$ cat src/rtl/flow_ctrl_pkg.sv
// Shared definitions for the pipeline flow controller.
//   fc_state_e : FSM state encoding (RUN, EXT, CTRL, DRAIN, HALTED)
//   clog2      : ceiling log2 usable in constant expressions
//   max3       : largest of three values, for sizing the cycle counter
//   span_load  : counter preload for an N-cycle span, clamped to the counter range
package flow_ctrl_pkg;

   typedef enum logic [2:0] {
      ST_RUN    = 3'd0,
      ST_EXT    = 3'd1,
      ST_CTRL   = 3'd2,
      ST_DRAIN  = 3'd3,
      ST_HALTED = 3'd4
   } fc_state_e;

   // Ceiling log2; returns 0 for inputs of 0 or 1.
   function automatic int unsigned clog2(input int unsigned v);
      int unsigned r;
      r = 0;
      for (int unsigned i = 0; i < 32; i++) begin
         if ((64'(1) << i) < 64'(v)) r = i + 1;
      end
      return r;
   endfunction

   function automatic int unsigned max3(input int unsigned a,
                                        input int unsigned b,
                                        input int unsigned c);
      int unsigned m;
      m = a;
      if (b > m) m = b;
      if (c > m) m = c;
      return m;
   endfunction

   // A down-counter loaded with N-1 spends N cycles before reaching zero.
   // A zero-length span still occupies one cycle.
   function automatic int unsigned span_load(input int unsigned cycles,
                                             input int unsigned cnt_max);
      int unsigned v;
      v = (cycles == 0) ? 0 : cycles - 1;
      if (v > cnt_max) v = cnt_max;
      return v;
   endfunction

endpackage

$ cat src/rtl/flow_cycle_counter.sv
// Load/decrement cycle counter with a registered zero flag.
//   clk, rst_n   : clock, async active-low reset (counter clears to 0)
//   load_i       : load load_val_i (has priority over decrement)
//   load_val_i   : preload value
//   dec_i        : decrement request; ignored when already zero (no wrap)
//   zero_o       : counter currently holds zero
module flow_cycle_counter
   import flow_ctrl_pkg::*;
#(
   parameter int unsigned W = 3
) (
   input  logic         clk,
   input  logic         rst_n,
   input  logic         load_i,
   input  logic [W-1:0] load_val_i,
   input  logic         dec_i,
   output logic         zero_o
);

   logic [W-1:0] cnt_q, cnt_d;
   logic         zero_q;

   // Next count: load wins, decrement saturates at zero.
   always_comb begin
      cnt_d = cnt_q;
      if (load_i) begin
         cnt_d = load_val_i;
      end else if (dec_i && (cnt_q != '0)) begin
         cnt_d = cnt_q - W'(1);
      end
   end

   always_ff @(posedge clk or negedge rst_n) begin
      if (!rst_n) begin
         cnt_q  <= '0;
         zero_q <= 1'b1;
      end else begin
         cnt_q  <= cnt_d;
         zero_q <= (cnt_d == '0);
      end
   end

   assign zero_o = zero_q;

endmodule

$ cat src/rtl/pipeline_flow_ctrl.sv
// IF/ID flow controller for the 16-bit RISC pipeline: sequences multi-word
// extended instructions, post-control IF squash, halt drain and a sticky
// HALTED state released by a resume pulse.
//   clk, reset         : clock, async active-low reset
//   id_is_extended     : ID holds an extended instruction
//   id_ext_words       : extension word count (0 treated as 1)
//   id_is_control      : ID holds a control-flow instruction
//   id_is_halt         : ID holds a halt
//   vfu_stall_at_id/ex : forwarding unit stall requests
//   resume             : pulse that leaves HALTED
//   stall_if/stall_id  : hold IF / ID registers
//   squash_if/id/ex    : bubble IF / ID / EX
//   extended_ld        : fetched word is an extension word
//   ext_index          : 0-based index of that extension word
//   halt, busy         : halted / FSM not in RUN
module pipeline_flow_ctrl
   import flow_ctrl_pkg::*;
#(
   parameter int unsigned EXT_CNT_W   = 2,
   parameter int unsigned CTRL_SQUASH = 1,
   parameter int unsigned HALT_DRAIN  = 3
) (
   input  logic                 clk,
   input  logic                 reset,
   input  logic                 id_is_extended,
   input  logic [EXT_CNT_W-1:0] id_ext_words,
   input  logic                 id_is_control,
   input  logic                 id_is_halt,
   input  logic                 vfu_stall_at_id,
   input  logic                 vfu_stall_at_ex,
   input  logic                 resume,
   output logic                 stall_if,
   output logic                 stall_id,
   output logic                 squash_if,
   output logic                 squash_id,
   output logic                 squash_ex,
   output logic                 extended_ld,
   output logic [EXT_CNT_W-1:0] ext_index,
   output logic                 halt,
   output logic                 busy
);

   localparam int unsigned EXT_SPAN   = 32'(1) << EXT_CNT_W;
   localparam int unsigned CNT_W      = clog2(max3(EXT_SPAN, CTRL_SQUASH, HALT_DRAIN)) + 1;
   localparam int unsigned CNT_MAX    = (32'(1) << CNT_W) - 1;
   localparam int unsigned CTRL_LOAD  = span_load(CTRL_SQUASH, CNT_MAX);
   localparam int unsigned DRAIN_LOAD = span_load(HALT_DRAIN, CNT_MAX);

   fc_state_e            state_q, state_d;
   logic                 cnt_load;
   logic [CNT_W-1:0]     cnt_load_val;
   logic                 cnt_dec;
   logic                 cnt_zero;
   logic [EXT_CNT_W-1:0] ext_index_q, ext_index_d;
   logic                 squash_ex_q;
   logic                 vfu_squash_q;
   logic [CNT_W-1:0]     ext_load;

   // Extension word count of 0 behaves like 1; words-1 always fits CNT_W.
   assign ext_load = (id_ext_words == '0) ? '0
                                          : CNT_W'(id_ext_words - EXT_CNT_W'(1));

   flow_cycle_counter #(
      .W (CNT_W)
   ) u_cnt (
      .clk        (clk),
      .rst_n      (reset),
      .load_i     (cnt_load),
      .load_val_i (cnt_load_val),
      .dec_i      (cnt_dec),
      .zero_o     (cnt_zero)
   );

   // State register.
   always_ff @(posedge clk or negedge reset) begin
      if (!reset) begin
         state_q <= ST_RUN;
      end else begin
         state_q <= state_d;
      end
   end

   // Next state, counter control and extension index.
   always_comb begin
      state_d      = state_q;
      cnt_load     = 1'b0;
      cnt_load_val = '0;
      cnt_dec      = 1'b0;
      ext_index_d  = '0;
      unique case (state_q)
         ST_RUN: begin
            if (id_is_extended && !vfu_stall_at_ex) begin
               state_d      = ST_EXT;
               cnt_load     = 1'b1;
               cnt_load_val = ext_load;
            end else if (id_is_control && !vfu_stall_at_id) begin
               state_d      = ST_CTRL;
               cnt_load     = 1'b1;
               cnt_load_val = CNT_W'(CTRL_LOAD);
            end else if (id_is_halt && !vfu_stall_at_ex) begin
               state_d      = ST_DRAIN;
               cnt_load     = 1'b1;
               cnt_load_val = CNT_W'(DRAIN_LOAD);
            end
         end
         ST_EXT: begin
            if (cnt_zero) begin
               state_d = ST_RUN;
            end else begin
               cnt_dec     = 1'b1;
               ext_index_d = ext_index_q + EXT_CNT_W'(1);
            end
         end
         ST_CTRL: begin
            if (cnt_zero) state_d = ST_RUN;
            else          cnt_dec = 1'b1;
         end
         ST_DRAIN: begin
            if (cnt_zero) state_d = ST_HALTED;
            else          cnt_dec = 1'b1;
         end
         ST_HALTED: begin
            if (resume) state_d = ST_RUN;
         end
         default: state_d = ST_RUN;
      endcase
   end

   // Output decode; stall outputs track the forwarding unit even in reset.
   always_comb begin
      stall_id    = vfu_stall_at_ex;
      stall_if    = (vfu_stall_at_ex & ~id_is_control) | vfu_stall_at_id;
      squash_if   = 1'b0;
      squash_id   = vfu_squash_q;
      extended_ld = 1'b0;
      halt        = 1'b0;
      busy        = (state_q != ST_RUN);
      unique case (state_q)
         ST_EXT: begin
            extended_ld = 1'b1;
            squash_id   = 1'b1;
         end
         ST_CTRL, ST_DRAIN: begin
            squash_if = 1'b1;
         end
         ST_HALTED: begin
            squash_if = 1'b1;
            stall_if  = 1'b1;
            halt      = 1'b1;
         end
         default: ;
      endcase
   end

   // Extension index and forwarding-unit bubbles, one cycle behind their cause.
   always_ff @(posedge clk or negedge reset) begin
      if (!reset) begin
         ext_index_q  <= '0;
         squash_ex_q  <= 1'b0;
         vfu_squash_q <= 1'b0;
      end else begin
         ext_index_q  <= ext_index_d;
         squash_ex_q  <= vfu_stall_at_ex;
         vfu_squash_q <= vfu_stall_at_id & ~vfu_stall_at_ex;
      end
   end

   assign ext_index = ext_index_q;
   assign squash_ex = squash_ex_q;

endmodule

$ cat config.mk
export PLATFORM = sky130hd
export DESIGN_NAME = pipeline_flow_ctrl
export DESIGN_NICKNAME = d
export VERILOG_FILES = /design/src/rtl/flow_ctrl_pkg.sv /design/src/rtl/flow_cycle_counter.sv /design/src/rtl/pipeline_flow_ctrl.sv
export SDC_FILE = /design/constraint.sdc
export NUM_CORES = 1
export LEC_CHECK = 0
export BUFFER_PORTS_ARGS = -buffer_cell sky130_fd_sc_hd__clkbuf_2
export CAP_MARGIN = 30
export CORE_AREA = 8 8 45 47
export CTS_BUF_LIST = sky130_fd_sc_hd__clkbuf_4 sky130_fd_sc_hd__clkbuf_8
export CTS_CLUSTER_SIZE = 10
export DETAILED_ROUTE_END_ITERATION = 8
export DIE_AREA = 0 0 53 55
export PLACE_DENSITY = 0.85
export RECOVER_POWER = 100
export SLEW_MARGIN = 30
export SYNTH_ARGS = -nofsm -noshare
export SYNTH_HDL_FRONTEND = slang
export SYNTH_SLANG_ARGS = --single-unit
$ cat constraint.sdc
create_clock -name clk -period 1.45 [get_ports clk]
set_input_delay 0.145 -clock clk [delete_from_list [all_inputs] [get_ports clk]]
set_output_delay 0.145 -clock clk [all_outputs]
set_load 0.005 [all_outputs]
==> impl_metrics.yaml <==
status:
  status: "finished, final reports clean"
synth:
  ys_seq_elements: 11
  synth_top_cells_by_area: "dfrtp_1 (38%), dfstp_2 (4.0%), ha_1 (3.8%)"
  seq_area_frac_synth: 0.423
  syn-num-nets: 80
  synth_edf_count: 0
  yosysTopAreaCellShare: 0.382
  ys.flop_type: "dfrtp_1"
  synthArstFlopShare: 1.00
  ys.warnings.count: 0
  netlist-cell-type-count: 32
  yosysTopAreaCell: "dfrtp_1"
  syn_area_um2: 654
  synth_cells: 68
  synth_area_per_cell_um2: 9.62
  yosys-top-cells-count: "dfrtp_1 (10), nor2_1 (6), nand2_1 (5)"
  yosysMostFrequentCell: "dfrtp_1"
cts:
  cts_inserted_buffers: 3
  clkTransAtPathRegs_ns: 0.07
  cts_tree: "built"
  cts_sinks: 11
  clk_latency_ns: 0.26
  h-tree-depth: 1
  cts_buffer_depth: 2
  root_buffer: "clkbuf_4"
cells_and_area:
  postLayoutCoreUtil: 0.624
  seq_area_um2: 277
  fin_area_um2: 863
  num_antenna_cells: 0
  syn2layout_area_growth_pct: 31.9
  drive_gt1_frac: 0.411
  multi_input_area_um2: 390
  nFillCells: 125
  stdcell_count: 111
  nets: 108
timing:
  fin_skew_ns: 0.000796
  setup-violations-final: 0
  final_hold_viol_count: 0
  fin_crit_ns: 1.40
  finalMaxSlewViolations: 0
  hold_slack_ns: 0.0745
  fin_ws_ns: 0.0487
  tightest_slew_ns: 0.604
  fmax_ghz: 0.714
  min_period_over_period: 0.966
  tns_ns: 0
  slew_headroom: 0.597
placed_design:
  io_buffers: 19
  placed_area_um2: 769
  dp.cells: 103
  preCtsSetupSlack_ns: 0.00657
  hpwl_um: 1240
  gp_congestion: 0.793
detailed_routing:
  wl_met3_um: 26
  post_drt_wl_per_cell_um: 14.2
  top_layer: "met4"
  wl_met1_um: 651
  met2_length_um: 853
  via_per_inst: 5.34
  drtPass1Iterations: 4
  drtAntennaViolNets: 0
  num_vias: 593
  wirelength_um: 1570
  drt_iter0_markers: 8
  drc: 0
critical_path:
  rr_startpoint: "state_q[0]"
  crit_path_end_kind: "primary output"
  cp-start-kind: "flop"
  critPathLaunch: "state_q[0]"
  critPathMaxFanout: 4
  crit_type: "flop to primary output"
  arrival_ns: 1.26
  cp.required_ns: 1.31
floorplan:
  num_rows: 14
  ios: 20
  die_h_um: 55
  core_area_um2: 1380
  die_area_um2: 2920
  start_util: 0.473
  die_w_um: 53
global_route:
  grt_usage: 0.115
  grt_max_degree: 12
  grt_pass1_wl_um: 2480
  first_global_vias: 581
  grt-ovfl-total: 0
  antenna_found_initial: 0
pwr:
  power_mw: 1.80
  irDropWorstVdd_mv: 0.919
  p_leak_nw: 0.420
  power.density_nw_per_um2: 2080
flow_run:
  drv_cap: 0
min_path:
  hold_path.startpoint: "resume"
  hold_class: "input pin to flop"
## per-layer routing
metal / GRT usage / vias to the layer above
met5: 0 / -
met4: 0.0776 / 0
met3: 0.0187 / 4
met2: 0.215 / 10
met1: 0.114 / 283
li1: - / 296
## area by class of cell
cell class                 instances  area share
multi-input combinational         52       0.452
sequential                        11       0.320
timing repair buffer              24       0.152
clock buffer                       4      0.0348
tap                               16      0.0232
inverter                           4      0.0174
## cells in the final DEF, fill, tap and decap left out, types with 3 or more instances in the layout
cell type | netlist | layout
clkbuf_4 | 0 | 4
nor2_1 | 6 | 5
nand2_1 | 5 | 4
dfrtp_1 | 10 | 10
clkbuf_1 | 0 | 3
nand2b_1 | 4 | 3
clkbuf_2 | 0 | 16
nor2b_1 | 4 | 4
buf_4 | 1 | 4
## critical path, stage by stage (launching register included)
cell,delay (ns)
dfrtp_1,0.44
or3_4,0.42
clkbuf_2,0.13
## what timing repair did
item	4_1_cts	5_1_grt
resized for setup	3	7
setup endpoints to repair	2	5
cloned	0	0
hold buffers	1	0
endpoints found under the hold margin	10	0
buffers inserted	1	2
## path summary, 6_finish.rpt
check / endpoint / slack (ns) / cells after the start
max: busy / 0.05 / 2
min: state_q[2] / 0.07 / 2
max reg2reg: u_cnt.zero_o / 0.06 / 4
min reg2reg: ext_index[0] / 0.51 / 1
max in group asynchronous: state_q[2] / 0.66 / 2
min in group asynchronous: squash_ex / 0.40 / 2
## state kept, by name (all words and copies together) (netlist names)
signal	flops
u_cnt.cnt_q	3
vfu_squash_q	1
u_cnt.zero_o	1
ext_index	2
squash_ex	1
state_q	3
## cell families after synthesis
group	synth area share
AND/OR/NAND/NOR	0.285
buffers and inverters	0.0344
AO/OA/AOI/OAI	0.163
flip-flops	0.423
adder cells (fa/ha/maj)	0.0382
multiplexers	0.0306
XOR/XNOR	0.0268
## power by group
part / total (mW) / internal [mW] / switching [mW]
Sequential: 0.537 / 0.424 / 0.114
Combinational: 1.04 / 0.525 / 0.514
Clock: 0.223 / 0.125 / 0.0977
No activity file was read; power rests on OpenSTA's default activity.
